==> src/rtl/alu_pkg.sv <==
// Shared types and encodings for the ALU command path.
package alu_pkg;

  localparam int unsigned ALU_DATA_W = 16;
  localparam int unsigned ALU_TAG_W  = 4;

  localparam logic [1:0] SEL_ARITH = 2'd0;
  localparam logic [1:0] SEL_LOGIC = 2'd1;
  localparam logic [1:0] SEL_SHIFT = 2'd2;
  localparam logic [1:0] SEL_PASS  = 2'd3;

  typedef struct packed {
    logic [3:0]            opcode;
    logic [ALU_DATA_W-1:0] op_a;
    logic [ALU_DATA_W-1:0] op_b;
    logic [ALU_TAG_W-1:0]  tag;
  } alu_cmd_t;

  typedef struct packed {
    logic [2:0] arith_ctrl;
    logic [2:0] logic_ctrl;
    logic [2:0] shift_ctrl;
    logic [1:0] result_sel;
    logic       no_wb;
  } alu_ex_ctrl_t;

  function automatic logic is_onehot16(input logic [15:0] v);
    return (v != '0) && ((v & (v - 16'd1)) == '0);
  endfunction

endpackage

==> src/rtl/alu_cmd_fifo.sv <==
// Command FIFO: storage, wrapping pointers and occupancy count.
module alu_cmd_fifo
  import alu_pkg::*;
#(
  parameter int unsigned FIFO_DEPTH = 4
) (
  input  logic                          clk,
  input  logic                          rst_n,
  input  logic                          i_flush,
  input  logic                          i_push,
  input  logic                          i_pop,
  input  alu_cmd_t                      i_wdata,
  output alu_cmd_t                      o_rdata,
  output logic [$clog2(FIFO_DEPTH):0]   o_count,
  output logic                          o_empty,
  output logic                          o_full
);

  localparam int unsigned PTR_W = $clog2(FIFO_DEPTH);
  localparam int unsigned CNT_W = PTR_W + 1;

  alu_cmd_t         r_mem [FIFO_DEPTH];
  logic [PTR_W-1:0] r_wr_ptr;
  logic [PTR_W-1:0] r_rd_ptr;
  logic [CNT_W-1:0] r_count;

  always_ff @(posedge clk) begin
    if (i_push && !i_flush) r_mem[r_wr_ptr] <= i_wdata;
  end

  // Full/empty come from the count so pointers may wrap freely.
  always_ff @(posedge clk or negedge rst_n) begin
    if (!rst_n) begin
      r_wr_ptr <= '0;
      r_rd_ptr <= '0;
      r_count  <= '0;
    end else if (i_flush) begin
      r_wr_ptr <= '0;
      r_rd_ptr <= '0;
      r_count  <= '0;
    end else begin
      if (i_push) r_wr_ptr <= r_wr_ptr + PTR_W'(1);
      if (i_pop)  r_rd_ptr <= r_rd_ptr + PTR_W'(1);
      if (i_push && !i_pop)      r_count <= r_count + CNT_W'(1);
      else if (!i_push && i_pop) r_count <= r_count - CNT_W'(1);
    end
  end

  assign o_rdata = r_mem[r_rd_ptr];
  assign o_count = r_count;
  assign o_empty = (r_count == '0);
  assign o_full  = (r_count == CNT_W'(FIFO_DEPTH));

endmodule

==> src/rtl/alu_cmd_issue.sv <==
// Command buffer and issue stage feeding the execute register from the FIFO head.
module alu_cmd_issue
  import alu_pkg::*;
#(
  parameter int unsigned DATA_WIDTH = 16,
  parameter int unsigned FIFO_DEPTH = 4,
  parameter int unsigned TAG_WIDTH  = 4
) (
  input  logic                        clk,
  input  logic                        rst_n,
  input  logic                        flush,
  input  logic                        cmd_valid,
  output logic                        cmd_ready,
  input  logic [3:0]                  cmd_opcode,
  input  logic [DATA_WIDTH-1:0]       cmd_op_a,
  input  logic [DATA_WIDTH-1:0]       cmd_op_b,
  input  logic [TAG_WIDTH-1:0]        cmd_tag,
  output logic [3:0]                  dec_opcode,
  input  logic [15:0]                 dec_op_sel,
  input  logic [2:0]                  dec_arith_ctrl,
  input  logic [2:0]                  dec_logic_ctrl,
  input  logic [2:0]                  dec_shift_ctrl,
  input  logic [1:0]                  dec_result_sel,
  output logic                        ex_valid,
  input  logic                        ex_ready,
  output logic [DATA_WIDTH-1:0]       ex_op_a,
  output logic [DATA_WIDTH-1:0]       ex_op_b,
  output logic [TAG_WIDTH-1:0]        ex_tag,
  output logic [2:0]                  ex_arith_ctrl,
  output logic [2:0]                  ex_logic_ctrl,
  output logic [2:0]                  ex_shift_ctrl,
  output logic [1:0]                  ex_result_sel,
  output logic                        ex_no_wb,
  output logic [$clog2(FIFO_DEPTH):0] fifo_count,
  output logic                        err_onehot
);

  alu_cmd_t     w_wr_cmd;
  alu_cmd_t     w_head;
  logic         w_empty;
  logic         w_full;
  logic         w_push;
  logic         w_issue;

  logic         r_run;
  logic         r_ex_valid;
  alu_cmd_t     r_ex_cmd;
  alu_ex_ctrl_t r_ex_ctrl;
  logic         r_err;

  assign w_wr_cmd = '{opcode: cmd_opcode, op_a: cmd_op_a, op_b: cmd_op_b, tag: cmd_tag};

  // r_run delays cmd_ready by one edge after reset release.
  assign cmd_ready = ~w_full & ~flush & r_run;
  assign w_push    = cmd_valid & cmd_ready;
  assign w_issue   = ~w_empty & (~r_ex_valid | ex_ready) & ~flush;

  alu_cmd_fifo #(
    .FIFO_DEPTH (FIFO_DEPTH)
  ) u_fifo (
    .clk     (clk),
    .rst_n   (rst_n),
    .i_flush (flush),
    .i_push  (w_push),
    .i_pop   (w_issue),
    .i_wdata (w_wr_cmd),
    .o_rdata (w_head),
    .o_count (fifo_count),
    .o_empty (w_empty),
    .o_full  (w_full)
  );

  assign dec_opcode = w_empty ? 4'h0 : w_head.opcode;

  always_ff @(posedge clk or negedge rst_n) begin
    if (!rst_n) begin
      r_run      <= 1'b0;
      r_ex_valid <= 1'b0;
      r_ex_cmd   <= '0;
      r_ex_ctrl  <= '0;
      r_err      <= 1'b0;
    end else begin
      r_run <= 1'b1;
      if (flush) begin
        r_ex_valid <= 1'b0;
      end else if (w_issue) begin
        r_ex_valid           <= 1'b1;
        r_ex_cmd             <= w_head;
        r_ex_ctrl.arith_ctrl <= dec_arith_ctrl;
        r_ex_ctrl.logic_ctrl <= dec_logic_ctrl;
        r_ex_ctrl.shift_ctrl <= dec_shift_ctrl;
        r_ex_ctrl.result_sel <= dec_result_sel;
        r_ex_ctrl.no_wb      <= dec_op_sel[13] | dec_op_sel[14];
        if (!is_onehot16(dec_op_sel)) r_err <= 1'b1;
      end else if (ex_ready) begin
        r_ex_valid <= 1'b0;
      end
    end
  end

  assign ex_valid      = r_ex_valid;
  assign ex_op_a       = r_ex_cmd.op_a;
  assign ex_op_b       = r_ex_cmd.op_b;
  assign ex_tag        = r_ex_cmd.tag;
  assign ex_arith_ctrl = r_ex_ctrl.arith_ctrl;
  assign ex_logic_ctrl = r_ex_ctrl.logic_ctrl;
  assign ex_shift_ctrl = r_ex_ctrl.shift_ctrl;
  assign ex_result_sel = r_ex_ctrl.result_sel;
  assign ex_no_wb      = r_ex_ctrl.no_wb;
  assign err_onehot    = r_err;

endmodule
==> config.mk <==
export PLATFORM = sky130hd
export DESIGN_NAME = alu_cmd_issue
export DESIGN_NICKNAME = d
export VERILOG_FILES = /design/src/rtl/alu_pkg.sv /design/src/rtl/alu_cmd_fifo.sv /design/src/rtl/alu_cmd_issue.sv
export SDC_FILE = /design/constraint.sdc
export NUM_CORES = 1
export LEC_CHECK = 0
export CAP_MARGIN = 20
export CORE_ASPECT_RATIO = 1.25
export CORE_MARGIN = 5
export CORE_UTILIZATION = 30
export DETAILED_ROUTE_END_ITERATION = 8
export PLACE_DENSITY = 0.6
export SKIP_CTS_REPAIR_TIMING = 1
export SYNTH_ARGS = -nofsm -noshare
export SYNTH_HDL_FRONTEND = slang
export SYNTH_SLANG_ARGS = --single-unit
==> constraint.sdc <==
create_clock -name clk -period 6.7 [get_ports clk]
set_input_delay 0.67 -clock clk [delete_from_list [all_inputs] [get_ports clk]]
set_output_delay 0.67 -clock clk [all_outputs]
set_load 0.02 [all_outputs]
==> run_results.csv, run 1 <==
group,metric,value,unit
timing,report.final.slew_viol_count,0,
clock_network,cts-root-buf,"clkbuf_16",
logic_synthesis,synth_fp_nets,481,
clock_network,htreeDepth,1,
timing,rsz0062_at_grt,"no",
place,dp_slack,3.21,ns
flow_run,cap_violations,0,
clock_network,cts_buffers,23,
power_and_ir_drop,leakage,3.65,nW
grt,grt_max_degree,59,
route,wl,17.3,mm
worst_setup_path,cp-start-kind,"flip-flop",
logic_synthesis,syn_area,8330,um^2
worst_setup_path,path_class,"flip-flop to primary output",
route,drc,0,
logic_synthesis,ys_top_cells_by_area,"edfxtp_1 (58%), dfrtp_1 (17%), mux4_2 (11%), mux2_2 (6.4%), and2_1 (0.60%)",
place,post-place-cells,868,
logic_synthesis,yosys_warnings,0,
final_layout,fin_cells,915,
final_layout,final_cell_mix,"edfxtp_1 (160), clkdlybuf4s50_1 (128), dfrtp_1 (56)",
worst_setup_path,r2r_setup_slack,4.17,ns
timing,finalClockSkew,0.00558,ns
clock_network,cts_sinks,218,
route,ant_nets,0,
route,firstDrtPassIters,4,
logic_synthesis,avgSynthCellArea,20.6,um^2
power_and_ir_drop,power,0.00431,W
floorplanning,rows,68,
logic_synthesis,ys_ff_latch,218,
worst_setup_path,r2r-end,"ex_result_sel[0]",
timing,slew-limit-headroom,0.350,
timing,tightest_slew,0.972,ns
timing,fin_setup_tns,0,ns
clock_network,clkLatencyLatePin,0.50,ns
final_layout,fin_nets,625,
logic_synthesis,synth_cell_type_count,40,
clock_network,cts_buffer_depth,3,
grt,first_global_vias,4662,
power_and_ir_drop,power_density,396,nW/um^2
floorplanning,die_area,31200,um^2
timing,setup_ws,3.18,ns
route,via_count,4177,
final_layout,final_area,10900,um^2
worst_setup_path,worstPathRequired,6.03,ns
timing,min_period,3.52,ns
worst_setup_path,reg2reg_from,"u_fifo.o_count[2]",
grt,antenna_found_initial,1,
route,wl_per_cell,19.0,um
route,drtIter0Drc,240,
timing,final.period_utilization,0.526,
logic_synthesis,synth-seq-area-share,0.751,
worst_setup_path,cp_max_fo,42,
place,port_buffers,129,
worst_setup_path,rr_worst_depth,4,
route,viasPerCell,4.57,
floorplanning,core_area,27500,um^2
place,gp_congestion,0.739,
final_layout,area_delta_synth_final,30.6,%
logic_synthesis,netlist_instances,404,
floorplanning,io_pins,130,
min_path,worst_hold_path_type,"input pin to async pin",
grt,grt_pass1_wl,27.1,mm
place,hpwl,11.0,mm
power_and_ir_drop,ir_drop,0.000226,V
floorplanning,fp.dieH,196,um
grt,gr-total-overflow,0,
clock_network,cts_tree,"built",
floorplanning,initial_core_util,0.303,
worst_setup_path,crit_arrival,2.85,ns
floorplanning,fp.dieW,159,um
timing,setup_viol,0,
logic_synthesis,yosys.area.top_type,"edfxtp_1",
run_status,status,"complete, no violations",
final_layout,layout-drive-gt1-share,0.255,
final_layout,diodes,0,
final_layout,final_common_cell,"edfxtp_1",
timing,clock.fmax,284,MHz
timing,hold_viol_final,0,
grt,grt_usage,0.109,
place,place_area,10000,um^2
logic_synthesis,yosysTopAreaCellShare,0.577,
worst_setup_path,cp-end-kind,"primary output",
clock_network,clk_pin_slew,0.06,ns
-- metrics by stage --
| step | util | hold slack (ns) |
|---|---|---|
| floorplan | - | 0.374 |
| global placement | 0.364 | 0.490 |
| detailed placement | 0.364 | 0.496 |
| CTS | 0.392 | 0.282 |
| global route | 0.396 | 0.327 |
| finish | 0.396 | 0.261 |
-- synth_stat cells (all sizes together) --
cell type  instances
mux2i              2
nor4               1
a22o               1
nor3               4
a211oi             4
or2                2
fa                 1
edfxtp           160
buf               11
o32ai              2
ha                 4
conb               1
nand2              2
nand3              2
mux2              47
o2111ai            1
xor2               3
nor2              13
inv                6
and2               8
dfrtp             58
nand2b             2
nor2b              2
mux4              40
a21o               1
or3                3
a21oi              4
clkbuf             5
o21ai              5
o22ai              1
xnor2              4
or4                2
o211ai             1
o31ai              1
-- power by group --
group / switching (W) / total (W) / internal, W
combinational: 0.000549 / 0.00124 / 0.000690
sequential: 0.000167 / 0.00181 / 0.00164
clock: 0.000513 / 0.00127 / 0.000755
total: 0.00123 / 0.00431 / 0.00308
-- layer usage --
| layer | track usage | wire (um) |
|---|---|---|
| met5 | 0 | 12 |
| met4 | 0.0259 | 248 |
| met1 | 0.132 | 6960 |
| met3 | 0.0298 | 1160 |
| met2 | 0.195 | 8960 |
-- cell type report --
class,instances,area [um^2]
tap,350,438
clock buffer,26,587
timing repair buffer,135,1400
clock inverter,16,184
sequential,218,6260
inverter,6,22.5
fill,2483,16600
multi-input combinational,164,1980
-- cell families after synthesis --
kind of cell,share of synthesized area
other,0.000450
and+or+nand+nor,0.0272
muxes,0.174
AOI/OAI and AO/OA,0.0182
adders and majority gates,0.00841
buffers and inverters,0.0122
DFF,0.751
xor gates and xnor gates,0.00826
-- registers in the layout (all words and copies together), names as in the netlist --
register,cells
ex_arith_ctrl,3
ex_shift_ctrl,3
ex_valid,1
u_fifo.r_rd_ptr,2
err_onehot,1
ex_op_a,16
ex_op_b,16
ex_no_wb,1
ex_tag,4
u_fifo.r_wr_ptr,2
r_run,1
ex_result_sel,2
u_fifo.o_count,3
ex_logic_ctrl,3
u_fifo.r_mem,160
-- worst max-delay path, stage by stage (launching register included) --
cell and delay [ns]:
dfrtp_4 1.01, mux4_2 0.61, and2_1 0.18, clkdlybuf4s50_1 0.55
-- worst max path at each step --
stage / cells past startpoint / slack [ns] / startpoint / to
4_1_cts: 3 / 3.06 / u_fifo.r_rd_ptr[0] / dec_opcode[0]
3_3_place_gp: 4 / 3.32 / flush / u_fifo.r_mem[0][24]
5_1_grt: 3 / 2.96 / u_fifo.r_rd_ptr[0] / dec_opcode[0]
3_5_place_dp: 4 / 3.21 / flush / u_fifo.r_mem[0][28]
2_1_floorplan: 4 / 3.91 / flush / u_fifo.r_mem[0][0]
6_report: 3 / 3.18 / u_fifo.r_rd_ptr[0] / dec_opcode[0]
No activity file was read; power rests on OpenSTA's default activity.
==> inputs of run 2 (changes only) <==
==> constraint.sdc (replaced) <==
create_clock -name clk -period 3.4 [get_ports clk]
set_input_delay 0.34 -clock clk [delete_from_list [all_inputs] [get_ports clk]]
set_output_delay 0.34 -clock clk [all_outputs]
set_load 0.02 [all_outputs]
==> run 2 against run 1 <==
The run now ends with negative hold slack left. Largest power group unchanged. Flip-flop and latch count unchanged. Sequential power up 93%. Critical path depth is the same. Routed wire length increased by 3.1%. Final area shrank 0.63%. Utilization is 0.25 points lower. Clock power rose by 87%. Worst hold slack worse by 0.32 ns. Global-route usage grew 0.44 points. First-iteration DRC count up 40%. Setup slack worse by 2.5 ns.
==> run_results.csv, run 2 (synthesized netlist as in run 1, its figures left out) <==
group,metric,value,unit
floorplanning,io_pins,130,
grt,antenna_found_initial,1,
flow_run,cap_violations,0,
worst_setup_path,rr_worst_depth,8,
worst_setup_path,critPathLaunch,"u_fifo.r_rd_ptr[0]",
grt,grt_max_degree,59,
place,place_area,10100,um^2
final_layout,diodes,0,
route,drc,0,
timing,final.period_utilization,0.808,
route,viasPerCell,4.61,
clock_network,cts_buffer_depth,3,
final_layout,final_cell_mix,"edfxtp_1 (160), clkdlybuf4s50_1 (128), dfrtp_1 (56)",
route,firstDrtPassIters,4,
place,dp_slack,0.841,ns
final_layout,regMostFlops,"u_fifo.r_mem",
min_path,worst_hold_path_type,"input pin to async pin",
grt,first_global_vias,4728,
route,wl,17.9,mm
place,hpwl,11.7,mm
route,ant_nets,0,
clock_network,cts_tree,"built",
timing,finalClockSkew,0.0149,ns
clock_network,cts_sinks,218,
final_layout,largest_reg_flops,160,
final_layout,area_delta_synth_final,29.8,%
timing,tightest_slew,0.825,ns
clock_network,cts_buffers,23,
clock_network,htreeDepth,1,
floorplanning,fp.dieH,196,um
worst_setup_path,cp_max_fo,17,
worst_setup_path,r2r-end,"u_fifo.o_count[2]",
route,drtIter0Drc,337,
final_layout,layout-drive-gt1-share,0.254,
timing,slew-limit-headroom,0.450,
place,port_buffers,129,
timing,fin_setup_tns,0,ns
run_status,status,"finished with violations",
grt,grt_usage,0.114,
timing,clock.fmax,364,MHz
worst_setup_path,reg2reg_from,"u_fifo.o_count[2]",
power_and_ir_drop,ir_drop,0.000439,V
final_layout,fill_cells,2473,
timing,min_period,2.75,ns
power_and_ir_drop,leakage,3.66,nW
floorplanning,fp.dieW,159,um
worst_setup_path,crit_arrival,2.41,ns
clock_network,cts-root-buf,"clkbuf_16",
clock_network,clkLatencyLatePin,0.50,ns
timing,setup_ws,0.652,ns
final_layout,fin_nets,632,
timing,rsz0062_at_grt,"no",
floorplanning,initial_core_util,0.303,
route,via_count,4246,
floorplanning,die_area,31200,um^2
timing,whs,-0.0540,ns
place,gp_congestion,0.739,
timing,setup_viol,0,
grt,grt_pass1_wl,28.2,mm
final_layout,final_area,10800,um^2
timing,hold_viol_final,58,
worst_setup_path,cp-end-kind,"primary output",
timing,report.final.slew_viol_count,0,
route,wl_per_cell,19.4,um
worst_setup_path,cp-start-kind,"flip-flop",
run_status,violations,"negative hold slack",
worst_setup_path,path_class,"flip-flop to primary output",
final_layout,final_common_cell,"edfxtp_1",
clock_network,clk_pin_slew,0.06,ns
worst_setup_path,r2r_setup_slack,1.22,ns
floorplanning,rows,68,
floorplanning,core_area,27500,um^2
worst_setup_path,worstPathRequired,3.06,ns
power_and_ir_drop,power_density,777,nW/um^2
grt,gr-total-overflow,0,
run 2: changes by cell type in the layout (fill, tap and decap cells not counted), moves of 2 or more:
cell and delta:
clkinv_1 +2, clkinvlp_4 -3, buf_12 -4, buf_4 +12
clkbuf_1 +3
run 2: how the worst max path moves through the flow:
stage | end | slack [ns] | cells past startpoint
5_1_grt | dec_opcode[3] | 0.51 | 3
3_3_place_gp | u_fifo.o_count[2] | 0.83 | 10
2_1_floorplan | u_fifo.r_mem[0][0] | 0.87 | 3
6_report | dec_opcode[3] | 0.65 | 3
4_1_cts | dec_opcode[3] | 0.57 | 3
3_5_place_dp | u_fifo.o_count[2] | 0.84 | 10
run 2: power breakdown:
group / switching [W] / total (W) / leakage [nW] / internal (W)
sequential: 0.000264 / 0.00350 / 2.13 / 0.00323
combinational: 0.00117 / 0.00253 / 1.18 / 0.00136
clock: 0.000975 / 0.00238 / 0.352 / 0.00140
run 2: cell type report:
type,count,area (um^2),share of cell area
multi-input combinational,164,1980,0.183
inverter,6,22.5,0.00208
tap,350,438,0.0405
clock buffer,29,598,0.0553
timing repair buffer,142,1390,0.128
sequential,218,6260,0.579
clock inverter,12,121,0.0112
run 2: critical path, stage by stage (launching register included):
cell and delay, ns:
dfrtp_4 0.64, mux4_2 0.54, and2_1 0.19, clkdlybuf4s50_1 0.54
run 2: layer usage:
metal / wire (um) / vias up / GRT usage
met4: 291 / 2 / 0.0278
li1: - / 1901 / -
met2: 8970 / 133 / 0.193
met1: 7580 / 2187 / 0.148
met5: 7 / - / 0
met3: 1030 / 23 / 0.0286
run 2: metrics by stage:
| stage | utilization | hold WS (ns) | instances | total power, W |
|---|---|---|---|---|
| 2_1_floorplan | - | 0.0444 | 404 | 0.00498 |
| 3_3_place_gp | 0.367 | 0.490 | 880 | 0.00610 |
| 3_5_place_dp | 0.367 | 0.496 | 880 | 0.00613 |
| 4_1_cts | 0.393 | -0.0172 | 921 | 0.00856 |
| 5_1_grt | 0.393 | 0.0150 | 921 | 0.00885 |
| 6_report | 0.393 | -0.0540 | 921 | 0.00840 |
